## src/rtl/ntt_pkg.sv

```systemverilog
// Shared types and helpers for the segment-pipelined modular add/sub datapath.
package ntt_pkg;

  typedef enum logic {
    MODE_ADD = 1'b0,
    MODE_SUB = 1'b1
  } mode_e;

  // Control part of a pipeline stage record; the wide operand/result fields
  // change width from stage to stage and live beside it in the top.
  typedef struct packed {
    logic  valid;
    mode_e sub;
    logic  raw_c;
    logic  alt_c;
  } stage_ctl_t;

  function automatic int calc_nseg(input int width, input int seg_w);
    return width / seg_w;
  endfunction

endpackage

```

## src/rtl/pg_seg_adder.sv

```systemverilog
// SEG_W-bit combinational adder built from per-bit propagate/generate,
// rippling the carry inside the segment and forming sum = p ^ c.
module pg_seg_adder #(
  parameter int SEG_W = 32
) (
  input  logic [SEG_W-1:0] x_i,
  input  logic [SEG_W-1:0] y_i,
  input  logic             cin_i,
  output logic [SEG_W-1:0] sum_o,
  output logic             cout_o
);

  logic [SEG_W-1:0] p_s;
  logic [SEG_W-1:0] g_s;
  logic [SEG_W:0]   c_s;

  assign p_s = x_i ^ y_i;
  assign g_s = x_i & y_i;

  always_comb begin
    c_s    = '0;
    c_s[0] = cin_i;
    for (int i = 0; i < SEG_W; i++) begin
      c_s[i+1] = g_s[i] | (p_s[i] & c_s[i]);
    end
  end

  assign sum_o  = p_s ^ c_s[SEG_W-1:0];
  assign cout_o = c_s[SEG_W];

endmodule

```

## src/rtl/mod_addsub_pipe.sv

```systemverilog
// Segment-pipelined (a +/- b) mod q: NSEG carry-segment stages feeding one
// select stage, with a global-stall valid/ready stream on both sides.
module mod_addsub_pipe
  import ntt_pkg::*;
#(
  parameter int WIDTH = 128,
  parameter int SEG_W = 32
) (
  input  logic             clk,
  input  logic             rst_n,
  input  logic             in_valid,
  output logic             in_ready,
  input  logic [WIDTH-1:0] in_a,
  input  logic [WIDTH-1:0] in_b,
  input  logic [WIDTH-1:0] in_q,
  input  logic             in_sub,
  output logic             out_valid,
  input  logic             out_ready,
  output logic [WIDTH-1:0] out_res
);

  localparam int NSEG = calc_nseg(WIDTH, SEG_W);

  if ((WIDTH % SEG_W) != 0) begin : g_bad_cfg
    $error("mod_addsub_pipe: WIDTH must be a multiple of SEG_W");
  end

  logic             adv_s;
  logic             out_valid_q;
  logic [WIDTH-1:0] out_res_q;
  logic [WIDTH-1:0] res_d;
  stage_ctl_t       last_ctl_s;
  logic [WIDTH-1:0] last_raw_s;
  logic [WIDTH-1:0] last_alt_s;

  assign adv_s    = ~out_valid_q | out_ready;
  assign in_ready = adv_s;

  // Stage k resolves segment k of both chains; unconsumed operand segments ride along.
  for (genvar k = 0; k < NSEG; k++) begin : g_stg
    localparam int REM_W  = WIDTH - k * SEG_W;
    localparam int DONE_W = (k + 1) * SEG_W;

    stage_ctl_t        ctl_src_s;
    stage_ctl_t        ctl_d;
    stage_ctl_t        ctl_q;
    logic [REM_W-1:0]  rem_a_s;
    logic [REM_W-1:0]  rem_b_s;
    logic [REM_W-1:0]  rem_q_s;
    logic [DONE_W-1:0] raw_d;
    logic [DONE_W-1:0] alt_d;
    logic [DONE_W-1:0] raw_q;
    logic [DONE_W-1:0] alt_q;
    logic [SEG_W-1:0]  raw_seg_s;
    logic [SEG_W-1:0]  alt_seg_s;
    logic [SEG_W-1:0]  b_eff_s;
    logic [SEG_W-1:0]  q_eff_s;
    logic              sub_s;
    logic              raw_co_s;
    logic              alt_co_s;

    if (k == 0) begin : g_src
      // Sub enters the raw chain as +~b+1; add enters the alt chain as +~q+1.
      assign ctl_src_s = '{valid: in_valid, sub: mode_e'(in_sub),
                           raw_c: in_sub, alt_c: ~in_sub};
      assign rem_a_s   = in_a;
      assign rem_b_s   = in_b;
      assign rem_q_s   = in_q;
      assign raw_d     = raw_seg_s;
      assign alt_d     = alt_seg_s;
    end else begin : g_src
      assign ctl_src_s = g_stg[k-1].ctl_q;
      assign rem_a_s   = g_stg[k-1].g_hi.a_q;
      assign rem_b_s   = g_stg[k-1].g_hi.b_q;
      assign rem_q_s   = g_stg[k-1].g_hi.q_q;
      assign raw_d     = {raw_seg_s, g_stg[k-1].raw_q};
      assign alt_d     = {alt_seg_s, g_stg[k-1].alt_q};
    end

    assign sub_s   = (ctl_src_s.sub == MODE_SUB);
    assign b_eff_s = rem_b_s[SEG_W-1:0] ^ {SEG_W{sub_s}};
    assign q_eff_s = rem_q_s[SEG_W-1:0] ^ {SEG_W{~sub_s}};

    pg_seg_adder #(.SEG_W(SEG_W)) u_raw (
      .x_i    (rem_a_s[SEG_W-1:0]),
      .y_i    (b_eff_s),
      .cin_i  (ctl_src_s.raw_c),
      .sum_o  (raw_seg_s),
      .cout_o (raw_co_s)
    );

    pg_seg_adder #(.SEG_W(SEG_W)) u_alt (
      .x_i    (raw_seg_s),
      .y_i    (q_eff_s),
      .cin_i  (ctl_src_s.alt_c),
      .sum_o  (alt_seg_s),
      .cout_o (alt_co_s)
    );

    assign ctl_d = '{valid: ctl_src_s.valid, sub: ctl_src_s.sub,
                     raw_c: raw_co_s, alt_c: alt_co_s};

    // Stage control, carries and completed low result segments.
    always_ff @(posedge clk) begin
      if (!rst_n) begin
        ctl_q <= '0;
        raw_q <= '0;
        alt_q <= '0;
      end else if (adv_s) begin
        ctl_q <= ctl_d;
        raw_q <= raw_d;
        alt_q <= alt_d;
      end
    end

    if (k < NSEG - 1) begin : g_hi
      localparam int HI_W = REM_W - SEG_W;

      logic [HI_W-1:0] a_q;
      logic [HI_W-1:0] b_q;
      logic [HI_W-1:0] q_q;

      // Operand and modulus segments still waiting for their stage.
      always_ff @(posedge clk) begin
        if (!rst_n) begin
          a_q <= '0;
          b_q <= '0;
          q_q <= '0;
        end else if (adv_s) begin
          a_q <= rem_a_s[REM_W-1:SEG_W];
          b_q <= rem_b_s[REM_W-1:SEG_W];
          q_q <= rem_q_s[REM_W-1:SEG_W];
        end
      end
    end
  end

  assign last_ctl_s = g_stg[NSEG-1].ctl_q;
  assign last_raw_s = g_stg[NSEG-1].raw_q;
  assign last_alt_s = g_stg[NSEG-1].alt_q;

  // Add: take raw - q when raw overflowed or raw >= q. Sub: add q back on borrow.
  always_comb begin
    res_d = last_raw_s;
    if (last_ctl_s.sub == MODE_SUB) begin
      if (last_ctl_s.raw_c) begin
        res_d = last_raw_s;
      end else begin
        res_d = last_alt_s;
      end
    end else begin
      if (last_ctl_s.raw_c | last_ctl_s.alt_c) begin
        res_d = last_alt_s;
      end else begin
        res_d = last_raw_s;
      end
    end
  end

  // Output register; the result only reloads when a valid beat arrives.
  always_ff @(posedge clk) begin
    if (!rst_n) begin
      out_valid_q <= 1'b0;
      out_res_q   <= '0;
    end else if (adv_s) begin
      out_valid_q <= last_ctl_s.valid;
      if (last_ctl_s.valid) begin
        out_res_q <= res_d;
      end
    end
  end

  assign out_valid = out_valid_q;
  assign out_res   = out_res_q;

endmodule

```

## config.mk

```make
export PLATFORM = sky130hd
export DESIGN_NAME = mod_addsub_pipe
export DESIGN_NICKNAME = d
export VERILOG_FILES = /design/src/rtl/ntt_pkg.sv /design/src/rtl/pg_seg_adder.sv /design/src/rtl/mod_addsub_pipe.sv
export SDC_FILE = /design/constraint.sdc
export NUM_CORES = 2
export LEC_CHECK = 0
export BUFFER_PORTS_ARGS = -buffer_cell sky130_fd_sc_hd__buf_2
export CAP_MARGIN = 10
export CELL_PAD_IN_SITES_DETAIL_PLACEMENT = 0
export CELL_PAD_IN_SITES_GLOBAL_PLACEMENT = 2
export CORE_MARGIN = 5
export CORE_UTILIZATION = 33
export DETAILED_ROUTE_END_ITERATION = 16
export GPL_TIMING_DRIVEN = 0
export PLACE_DENSITY = 0.73
export SYNTH_ARGS = -nofsm -noshare
export SYNTH_HDL_FRONTEND = slang
export SYNTH_SLANG_ARGS = --single-unit
```

## constraint.sdc

```tcl
create_clock -name clk -period 18.7 [get_ports clk]
set_input_delay 3.74 -clock clk [delete_from_list [all_inputs] [get_ports clk]]
set_output_delay 3.74 -clock clk [all_outputs]
set_load 0.1 [all_outputs]
```

==> metrics <==
number of CTS-inserted buffers 156; Worst Path Max Fanout 10; total power 0.00751 W; status completed; Crit path largest cell delay 530 ps; fin crit period 18240 ps; Peak Freq 54.8 MHz; Worst VDD drop 87.8 uV; vias per cell 4.83; final hold viol count 0; largest net degree at the start of global routing 17; Slew headroom 0.118; final setup violation count 0; vias after detailed routing 47828; # clock sinks 1361; Die ar. 0.183 sq mm; Area Growth Syn to Fin 18.4%; slowest stage cell, crit path fa_1; Yosys cell types 30; grt ovf 0; clock share of power 0.400; final setup margin 461 ps; Worst Setup Path Type in2reg; initial core utilization 0.331; antenna violations before repair 17; Sum Neg Setup Slack 0 ps; worst hold path type reg2reg; sequential element share of the synthesized area 0.473; share of layout cells above drive strength 1 0.133; I/O Pins 519; sequential share of power 0.449; critical path arrival 18950 ps; pre-CTS setup slack -994 ps; vias in the first global route 48767; yosys warns 0; max-cap violation count 0; Total Wirelength 218 mm; fraction of registers with async set/reset 0; syn nets 7414; clock-pin transition on the worst setup and hold timing paths 60 ps; # hold bufs at CTS 0; CTS tree built; Critical Path Sink Type flop; CP Launch Type input port; Post-Syn Area per Cell 8.51 sq um; TritonRoute pass-1 iters 7; dpl hpwl 170 mm; ys flop type dfxtp_1; Residual DRC 0; Critical Path Most Common Cell fa_1; synthesized area 0.0576 sq mm; Post-synth EDFFs 0; Period Utilization, post-route 0.975; die width 428 um; Longest Clk Path Bufs 3; Worst-Margin Slew 1320 ps; Routed Antenna Nets 0; CTS H-tree depth 4; max-slew violations 0; worst path required time 19410 ps; PortBufs 517; clk_lat worst skew 780 ps; Power Internal 0.00540 W; WL/cell 22.1 um; Comb power frac 0.151; RSZ-0062 raised after global routing false; CTS root buf clkbuf_16; pwr dens 110 mW/mm^2; Leakage 27.6 nW; GRT Util Overall 0.232; Switching Share 0.281; Final Skew 30.0 ps; Die Y 428 um; detailed router's first-iteration violation count 2674; row count 153; core area 0.174 sq mm; FF+latch count, synth 1361; Final Wtd Congestion 0.870; Switch Pwr 0.00211 W; Final #Nets 8093; Cells after Synth 6771; global-route wire length before repair 321 mm
per-stage QoR:
stage	cell area, sq um	cells	util	hold WS (ps)
floorplan	57600	6771	-	428
finish	68200	9904	0.392	441
detailed placement	63200	9615	0.363	444
global route	68200	9889	0.392	450
CTS	68100	9885	0.392	440
global placement	63100	9613	0.363	439
worst max-delay path: cells and delay by family:
kind	cells	cell delay (ps)
multiplexers	1	310
AND/OR/NAND/NOR	1	50
adder cells (fa/ha/maj)	32	14480
AO/OA/AOI/OAI	1	130
buffers and inverters	1	220
cell type report:
cell class | count | area (sq um)
Antenna cell | 17 | 42.5
Buffer | 554 | 2450
Clock buffer | 239 | 4510
Clock inverter | 31 | 428
Fill cell | 18517 | 106000
Inverter | 3 | 11.3
Multi-Input combinational cell | 4853 | 28000
Sequential cell | 1361 | 27200
Tap cell | 2325 | 2910
Timing Repair Buffer | 521 | 2630
Yosys cell counts, types with 127 or more instances:
| cell | number | share of area |
|---|---|---|
| xor2_1 | 128 | 0.019 |
| nand2_1 | 2587 | 0.17 |
| buf_2 | 231 | 0.020 |
| mux2i_1 | 128 | 0.022 |
| a211o_1 | 127 | 0.019 |
| dfxtp_1 | 1361 | 0.47 |
| o21a_1 | 127 | 0.017 |
| clkbuf_1 | 294 | 0.019 |
| fa_1 | 254 | 0.088 |
| xnor2_1 | 128 | 0.019 |
| a21oi_1 | 1231 | 0.11 |
| a32o_1 | 127 | 0.022 |
power groups by stage:
| stage | combinational, W | clock [W] | sequential, W |
|---|---|---|---|
| after floorplan | 0.000738 | 0 | 0.00337 |
| after global placement | 0.00112 | 0 | 0.00343 |
| after detailed placement | 0.00113 | 0 | 0.00344 |
| after CTS | 0.00114 | 0.00307 | 0.00337 |
| after global routing | 0.00128 | 0.00319 | 0.00341 |
| final | 0.00113 | 0.00300 | 0.00337 |
worst paths after layout:
kind              cells after the start  slack, ps                            from                              end
setup reg to reg                     39       1230     g_stg[2].sub_s$_SDFFE_PN0N_  g_stg[2].alt_q[95]$_SDFFE_PN0N_
hold / removal                        2        440  g_stg[2].raw_q[5]$_SDFFE_PN0N_   g_stg[3].raw_q[5]$_SDFFE_PN0N_
hold reg to reg                       2        440  g_stg[2].raw_q[5]$_SDFFE_PN0N_   g_stg[3].raw_q[5]$_SDFFE_PN0N_
setup / recovery                     36        460                          in_sub  g_stg[0].alt_q[31]$_SDFFE_PN0N_
cell usage in the layout, fill, tap and decap left out, drive strengths merged:
cell type  count
clkbuf       532
o311a          1
mux2i        128
a21oi       1232
buf          782
nor2b          1
and2           1
diode         17
xor2         128
nor2           4
o21a         127
nand2       2587
bufinv         6
o21ai          1
clkinv        18
mux2           1
a211oi         2
dfxtp       1361
a211o        127
inv           10
xnor2        128
nand3          1
fa           254
and3           1
a32o         127
nor3           1
o31ai          1
sequential cells by signal (all words and copies together) (netlist names):
register and flops:
g_stg.g_hi.a_q 192, g_stg.sub_s 3, g_stg.raw_q 320, g_stg.alt_q 320, g_stg.g_hi.q_q 192, out_valid 1, out_res 128, g_stg.g_hi.b_q 192
g_stg.ctl_q 13
layer usage:
| metal | share of wire | up-vias | GRT usage | wire, um |
|---|---|---|---|---|
| met1 | 0.44 | 22916 | 0.298 | 96000 |
| met3 | 0.033 | 276 | 0.0277 | 7210 |
| met4 | 0.044 | 0 | 0.0943 | 9660 |
| met2 | 0.48 | 956 | 0.397 | 106000 |
| met5 | 0 | - | 0 | 0 |
| li1 | - | 23680 | - | - |
repair_timing:
action	CTS	global route
pin swaps	0	4
setup buffers	0	2
setup endpoints to repair	2	3
gates cloned	0	0
gates resized for setup	3	8
cells by family after synthesis:
logic type,after synthesis,share of synthesized area
muxes,129,0.0224
and+or+nand+nor,2596,0.169
xor gates and xnor gates,256,0.0389
AOI/OAI and AO/OA,1618,0.166
DFF,1361,0.473
buffers and inverters,557,0.0424
adders and majority gates,254,0.0883
Power figures use the tool's default switching activity.
